===== src/rtl/key_event_decoder.sv =====
// Turns one debounced key level into single-cycle short-press, long-press and
// auto-repeat events, plus a registered "key is held" flag.
module key_event_decoder #(
    parameter bit          ACTIVE_LOW   = 1'b1,
    parameter int unsigned LONG_TICKS   = 50_000_000,
    parameter int unsigned REPEAT_TICKS = 10_000_000,
    parameter bit          REPEAT_EN    = 1'b1
) (
    input  logic clk,
    input  logic rst_n,
    input  logic key_in,
    output logic short_pulse,
    output logic long_pulse,
    output logic repeat_pulse,
    output logic key_held
);

    localparam int unsigned MaxTicks = (LONG_TICKS > REPEAT_TICKS) ? LONG_TICKS : REPEAT_TICKS;
    localparam int unsigned CntW     = $clog2(MaxTicks + 1);

    localparam logic [CntW-1:0] LongLast = CntW'(LONG_TICKS - 1);
    localparam logic [CntW-1:0] RepLast  = CntW'(REPEAT_TICKS - 1);
    localparam logic [CntW-1:0] CntOne   = CntW'(1);

    typedef enum logic [1:0] {
        StIdle  = 2'd0,
        StPress = 2'd1,
        StHold  = 2'd2
    } state_e;

    state_e          state_q;
    logic [CntW-1:0] cnt_q;
    logic            p_q;
    logic            pressed;

    assign pressed = ACTIVE_LOW ? ~key_in : key_in;

    // The counter is cleared on every terminal match, so it never wraps.
    always_ff @(posedge clk or negedge rst_n) begin
        if (!rst_n) begin
            state_q      <= StIdle;
            cnt_q        <= '0;
            p_q          <= 1'b0;
            short_pulse  <= 1'b0;
            long_pulse   <= 1'b0;
            repeat_pulse <= 1'b0;
            key_held     <= 1'b0;
        end else begin
            p_q          <= pressed;
            short_pulse  <= 1'b0;
            long_pulse   <= 1'b0;
            repeat_pulse <= 1'b0;
            case (state_q)
                StIdle: begin
                    if (p_q) begin
                        state_q  <= StPress;
                        cnt_q    <= CntOne;
                        key_held <= 1'b1;
                    end
                end
                StPress: begin
                    if (!p_q) begin
                        short_pulse <= 1'b1;
                        state_q     <= StIdle;
                        cnt_q       <= '0;
                        key_held    <= 1'b0;
                    end else if (cnt_q == LongLast) begin
                        long_pulse <= 1'b1;
                        state_q    <= StHold;
                        cnt_q      <= '0;
                    end else begin
                        cnt_q <= cnt_q + CntOne;
                    end
                end
                StHold: begin
                    // Release takes priority over a coincident repeat.
                    if (!p_q) begin
                        state_q  <= StIdle;
                        cnt_q    <= '0;
                        key_held <= 1'b0;
                    end else if (cnt_q == RepLast) begin
                        repeat_pulse <= REPEAT_EN;
                        cnt_q        <= '0;
                    end else begin
                        cnt_q <= cnt_q + CntOne;
                    end
                end
                default: begin
                    state_q  <= StIdle;
                    cnt_q    <= '0;
                    key_held <= 1'b0;
                end
            endcase
        end
    end

endmodule


===== config.mk =====
export PLATFORM = sky130hd
export DESIGN_NAME = key_event_decoder
export DESIGN_NICKNAME = d
export VERILOG_FILES = /design/src/rtl/key_event_decoder.sv
export SDC_FILE = /design/constraint.sdc
export NUM_CORES = 1
export LEC_CHECK = 0
export CAP_MARGIN = 30
export CORE_MARGIN = 2
export CORE_UTILIZATION = 53
export CTS_CLUSTER_DIAMETER = 80
export DETAILED_ROUTE_END_ITERATION = 8
export HOLD_SLACK_MARGIN = 0.12
export PLACE_DENSITY = 0.67
export SLEW_MARGIN = 15
export SYNTH_ARGS = -nofsm -noshare
export SYNTH_HDL_FRONTEND = slang
export SYNTH_SLANG_ARGS = --single-unit
export TNS_END_PERCENT = 5

===== constraint.sdc =====
create_clock -name clk -period 2.75 [get_ports clk]
set_clock_uncertainty 0.05 [all_clocks]
set_input_delay 0.55 -clock clk [delete_from_list [all_inputs] [get_ports clk]]
set_output_delay 0.55 -clock clk [all_outputs]
set_load 0.03 [all_outputs]

Yosys cells after proc, flatten, opt, wreduce, memory -nomap -nowiden. Index checks and enable logic that the tools add are counted.

Register bits after elaboration: 33. Word-level logic and storage cells: 43.

Bitwise logic cells: 1. Reductions and logical operators: 4. Equality and inequality tests: 8. Mux-type cells: 22. $add $sub $neg: 1.

Operators by type and width (count): $mux 26 (5); $pmux 26 s3 (1); $add 26x1->26 const B (1); $eq 26x24->1 const B (1); $eq 26x26->1 const B (1); $mux 1 (10); $mux 2 (4); $ne 2x2->1 const B (3); $pmux 2 s3 (1); $ne 3x3->1 const B (1); $reduce_and 3->1 (1); $eq 2x1->1 const B (1); $eq 2x2->1 const B (1); $logic_not 2->1 (1); $pmux 1 s2 (1); $reduce_and 2->1 (1); $reduce_or 2->1 (1); $not 1->1 (1).

Logic depth before layout (Yosys ltp). Gate-level depths: netlist of run 1.

Depth after elaboration: 4. Gate-level depth with buffers: 9. Gate-level depth less buffers: 7.

Worst setup path after synthesis of run 1. No wires, ideal clock.

Path type: register to register. Start: register cnt_q[11]. End: register cnt_q[6]. Buffers on the path: 1. Path slack: 0.563 ns. Required time: 2.576 ns. Data arrival time: 2.013 ns. Cell stages (with the launch flop): 8. Clock period less this slack: 2.187 ns. Path through: dfrtp_1 -> nor4_2 -> nand4_1 -> o41ai_4 -> a21oi_2 -> buf_6 -> and3_1 -> a211o_1.

Word-level cells in the longest chain between the ends: 4.

Ends and longest elaborated chain: from (decl) (RTL line 32) `logic [CntW-1:0] cnt_q;`; from (signal assigned) (RTL line 57) `cnt_q <= CntOne;`; from (signal assigned) (RTL line 72) `cnt_q <= cnt_q + CntOne;`; from (signal assigned) (RTL line 85) `cnt_q <= cnt_q + CntOne;`; $eq 26x24->1 or $eq 26x26->1 (tied branches) (RTL line 81, 67); $mux 26, on equally long branches (RTL line 81, 67); $mux 26, on equally long branches (RTL line 77, 62); $pmux 26 s3 * (RTL line 53) `case (state_q)`.

Every way passes the cells marked *; elsewhere a longest branch is shown, timed or not. A chain may end at the register's enable or synchronous reset.

Worst setup path after layout of run 1.
Start: register cnt_q[16]. End: register cnt_q[22].

Word-level cells in the longest chain between the ends: 4.

Ends and longest elaborated chain (RTL line): $add 26x1->26, or another cell as far along (72, 85); $mux 26, on equally long branches (81, 67); $mux 26, on equally long branches (77, 62); $pmux 26 s3 * (53).

Marks and branches as above.

==> run metrics, run 1 <==
DR iter-0 viols about 160; final std cells w/o fill 271; initial core utilization 56.0%; first-pass GRT wire length ~7400 um; Seq/Total Area, Yosys between 40% and 50%; Port Buffers 6; Synth area leader dfrtp_1; NetSw roughly 0.47 mW; vias about 1700; fraction of layout cells with a size suffix above 1 roughly an eighth; hold slack 496 ps; Root Driver clkbuf_4; static leakage between 0.9 and 1 nW; top cells by area, synth dfrtp_1, a21oi_1, o21ai_0; Placed Instances 263; CTS clk-pin slew, worst paths 110 ps; Hold WC Path Type reg -> reg; max-cap violation count 0; status finished, final reports clean; syn nets ~220; Clk pwr share 30.4%; Clock Sinks 33; sw frac a little under a third; combinational power share 31.6%; Mapped Area approximately 1900 um2; Worst Path Max Fanout 15; vias in the first global route 1667; post-DP HPWL around 3000 um; RSZ-0062 raised after global routing false; IR drop worst, VDD ~510 uV; Post-synth EDFFs 0; Final ANT Viol Nets 0; Slew Limit Headroom 62.0%; gpl congestion 0.846; Detailed Route WL approximately 4200 um; Least-Margin Pin Slew roughly 570 ps; max-slew violation count 0; Tot GR Track Use between 20% and 30%; final count of negative-setup-slack endpoints 0; die area between 4000 and 5000 um2; synthesized flop and latch total 33; P per Cell Area approximately 690 nW/um2; core region area 3360 um2; Area Growth Syn to Fin 15.1%; Unique masters post-synth 38; Async SR Flop Fraction 100%; Syn. warnings 0; Arr. time, crit path about 2800 ps; crit end category register; Critical Path Source Type register; row cnt 21; DR WL/cell between 15 and 20 um; post-layout minimum cycle time approximately 2600 ps; initial antenna violation count 0; max frequency around 0.39 GHz; Residual DRC 0; type of the worst setup path reg -> reg; CTS H-tree depth 2; deepest clock path buffer count 2; vias per cell 6.18; Final #Nets 232; setup_tns 0 ps; num ports 7; post-synthesis cell count roughly 210; average cell area after synthesis approximately 9.1 um2; Final WS setup between 150 and 200 ps; period utilization about 94%; DP Worst Slack ~130 ps; fill cell count 298; Worst-Skew Late Latency about 350 ps; CTS tree built; CTS Buf Count 5; dominant synthesized flop cell dfrtp_1; Int Power approximately 1.0 mW; final hold vios 0; maximum number of pins on one net before global-route repair 34; die width about 64 um; drt pass-1 iters 4; # diodes 0; top-area cell type share of the netlist area roughly 44%; GR Overflow Total 0; Sequential Power Share approximately 38%; chip height around 64 um; Req. time, crit path a little under 3000 ps
==> worst max-delay path, cell delays in order (launching register included) <==
cell,delay (ps)
dfrtp_1,470
nor4bb_2,370
nand4_1,250
o41ai_4,470
buf_4,180
a21o_2,300
nor3_1,90
a211o_1,280
==> power by group through the flow <==
stage / Combinational (mW) / Clock (mW) / Sequential [mW]
2_1_floorplan: 0.286 / 0 / 0.603
4_1_cts: 0.467 / 0.465 / 0.567
3_3_place_gp: 0.442 / 0 / 0.572
5_1_grt: 0.528 / 0.487 / 0.575
6_report: 0.472 / 0.455 / 0.568
3_5_place_dp: 0.466 / 0 / 0.577
==> layer usage <==
metal  share of wire (%)  wire length, um  global-route usage, %
met1                  47             1990                   30.4
met2                  47             1970                   37.6
met3                 4.3              180                   4.64
met4                 1.8               74                   10.6
met5                   0                0                      0
==> registers in the layout (all words and copies together) (netlist names) <==
register / cells
repeat_pulse: 1
key_held: 1
short_pulse: 1
cnt_q: 26
p_q: 1
long_pulse: 1
state_q: 2
==> cell usage after synthesis (2+ instances only) <==
cell	instances
a21oi_1	17
nor2_1	7
nand4_1	10
nor4_1	3
a41oi_1	3
buf_6	2
a211o_1	3
a31oi_1	11
ha_1	5
nand2_1	17
and2_1	4
a22o_1	4
buf_2	2
a21o_1	2
nand3_1	8
inv_1	12
nor2b_1	3
or2b_1	2
dfrtp_1	33
and4_1	3
o21ai_0	14
or3_1	7
nor3_1	7
clkbuf_1	5
and3_1	7
nand2b_1	4
==> layout make-up <==
type                       count  area [um2]  area share (%)
clock buffer                   5        37.5            1.73
clock inverter                 3        65.1            3.00
inverter                      12        45.0            2.08
multi-input combinational    153         975            45.0
sequential                    33         826            38.1
tap                           46        57.6            2.66
timing repair buffer          19         161            7.45
==> cells in the final DEF, fill, tap and decap left out, types with 6 or more instances in the layout <==
master	instances
nor3_1	7
nand3_1	8
o21ai_0	14
dfrtp_1	33
nand2_1	17
a31oi_1	11
a21oi_1	17
nand4_1	10
buf_4	12
and3_1	7
inv_1	12
nor2_1	7
or3_1	7
clkdlybuf4s50_1	6
==> through the flow <==
| stage | util (%) | total power, mW | area [um2] |
|---|---|---|---|
| global placement | 60.6 | 1.01 | 2040 |
| detailed placement | 61.0 | 1.04 | 2050 |
| floorplan | - | 0.889 | 1880 |
| global route | 64.4 | 1.59 | 2170 |
| CTS | 64.0 | 1.50 | 2150 |
| finish | 64.4 | 1.50 | 2170 |
==> what timing repair did <==
action | CTS | global route
buffers inserted | 0 | 0
gates resized for setup | 0 | 2
hold buffers | 0 | 0
endpoints found under the setup margin | 0 | 2
==> cell families after synthesis <==
logic type               synth area share, %
AND/OR/NAND/NOR                         26.0
buffers and inverters                   5.12
adder cells (fa/ha/maj)                 3.32
AO/OA/AOI/OAI                           21.1
multiplexers                           0.598
flip-flops                              43.9
==> worst paths after layout <==
check / startpoint / to / slack, ps / cells after the start
max: cnt_q[16] / cnt_q[22] / 170 / 7
min: cnt_q[9] / cnt_q[9] / 500 / 1
max reg2reg: cnt_q[16] / cnt_q[22] / 170 / 7
min reg2reg: cnt_q[9] / cnt_q[9] / 500 / 1
max in group asynchronous: rst_n / cnt_q[7] / 1800 / 2
min in group asynchronous: rst_n / cnt_q[17] / 550 / 2
(Power assumes the default switching activity.)
==> run 2: changes to the inputs <==
Settings changed: CAP_MARGIN 30 to 10, CTS_CLUSTER_SIZE set to 30.
==> run metrics, run 2 (same netlist as run 1, synthesis figures left out) <==
commonest non-fill, non-tap cells in the layout dfrtp_1, nand2_1, a21oi_1; Critical R2R Launch cnt_q[16]; met3 Use GR 5.89%; post-layout minimum cycle time approximately 2600 ps; Final #Nets between 200 and 250; DR iter-0 viols 167; Clock Sinks 33; IR drop worst, VDD 485 uV; number of flip-flops under the largest register name 26; Arr. time, crit path between 2000 and 3000 ps; Final Core Density 62.5%; post-CTS sizing 1; crit end category register; CP startpoint cnt_q[16]; Worst Path Max Fanout 15; max-slew violation count 0; CTS tree built; Final ANT Viol Nets 0; Critical Path Source Type register; GR Overflow Total 0; Biggest register cnt_q; max-cap violation count 0; maximum number of pins on one net before global-route repair 34; num ports 7; cts hold-fix bufs 0; initial antenna violation count 0; met2 Use GR between 40% and 50%; GRT met1 Usage between 20 and 30%; Worst Hold Depth 1; static leakage 0.917 nW; Detailed Route WL approximately 4200 um; commonest non-fill, non-tap cell in the layout dfrtp_1; vias per cell 6.25; P per Cell Area around 630 nW/um2; core region area 3360 um2; max frequency between 0.3 and 0.4 GHz; post-DP HPWL ~2900 um; post-CTS setup buffer count 0; Hold WC Path Type reg -> reg; CTS clk-pin slew, worst paths about 110 ps; multi-input combinational cell area 968 um2; fraction of layout cells with a size suffix above 1 approximately 11%; first-pass GRT wire length approximately 7200 um; Residual DRC 0; R2R depth 7; DR WL/cell around 16 um; drt pass-1 iters 4; Hold Startpoint cnt_q[9]; GR peak layer met2; period utilization 95.8%; Req. time, crit path just under 3000 ps; Least-Margin Pin Slew ~750 ps; final hold vios 0; Port Buffers 6; type of the worst setup path reg -> reg; RSZ-0062 raised after global routing false; Post-Place Cell Area 2040 um2; biggest regs cnt_q (26), state_q (2); CTS H-tree depth 2; die area around 4000 um2; deepest clock path buffer count 2; # diodes 0; status finished, final reports clean; row cnt 21; final count of negative-setup-slack endpoints 0; Slew Limit Headroom 49.8%; gpl congestion between 0.8 and 0.9; setup_tns 0 ps; sequential cell area ~830 um2; vias between 1500 and 2000; die width 63.6 um; fill cell count ~320; chip height around 64 um; Root Driver clkbuf_4; CTS Buf Count 5; Area Growth Syn to Fin 11.6%; initial core utilization a little under three fifths; Worst-Skew Late Latency roughly 340 ps; Finished Cell Area between 2000 and 2500 um2; vias in the first global route 1649; Tot GR Track Use 23.0%
==> run 2: cell type report <==
cell class | count | area share [%]
Timing Repair Buffer | 18 | 7.14
Inverter | 12 | 2.14
Multi-Input combinational cell | 153 | 46.1
Sequential cell | 33 | 39.3
Clock buffer | 7 | 2.62
Tap cell | 46 | 2.74
==> run 2: critical path, stage by stage, from the launching register on <==
cell and delay [ps]:
dfrtp_1 470, nor4bb_1 410, nand4_1 270, o41ai_4 480, buf_4 190, a21o_2 290, nor3_1 100, a211o_1 280
==> run 2: path summary, 6_finish.rpt <==
| path | slack (ps) | end |
|---|---|---|
| worst max-delay path | 120 | cnt_q[22] |
| worst min-delay path | 480 | cnt_q[9] |
| worst max register to register | 120 | cnt_q[22] |
| worst min register to register | 480 | cnt_q[9] |
| max in group asynchronous | 1800 | cnt_q[24] |
| min in group asynchronous | 540 | cnt_q[23] |
==> run 2: stage by stage <==
step | setup slack (ps) | hold WS [ps] | cells | power [mW]
after CTS | 118 | 482 | 269 | 1.33
after global routing | 24.4 | 509 | 269 | 1.40
after global placement | 148 | 448 | 262 | 1.01
after detailed placement | 13.0 | 468 | 262 | 1.03
after floorplan | 563 | 204 | 207 | 0.889
final | 115 | 480 | 269 | 1.32
==> run 2: report_power, final <==
group	total, mW	internal (mW)	switching [mW]
Combinational	0.462	0.200	0.262
Clock	0.293	0.121	0.172
Sequential	0.567	0.533	0.0348
Total	1.32	0.853	0.469
==> run 2: metal layers <==
metal / part of all wire, % / wire [um]
met3: 5.1 / 214
met5: 0 / 0
met1: 45 / 1900
met2: 48 / 2020
met4: 1.5 / 62
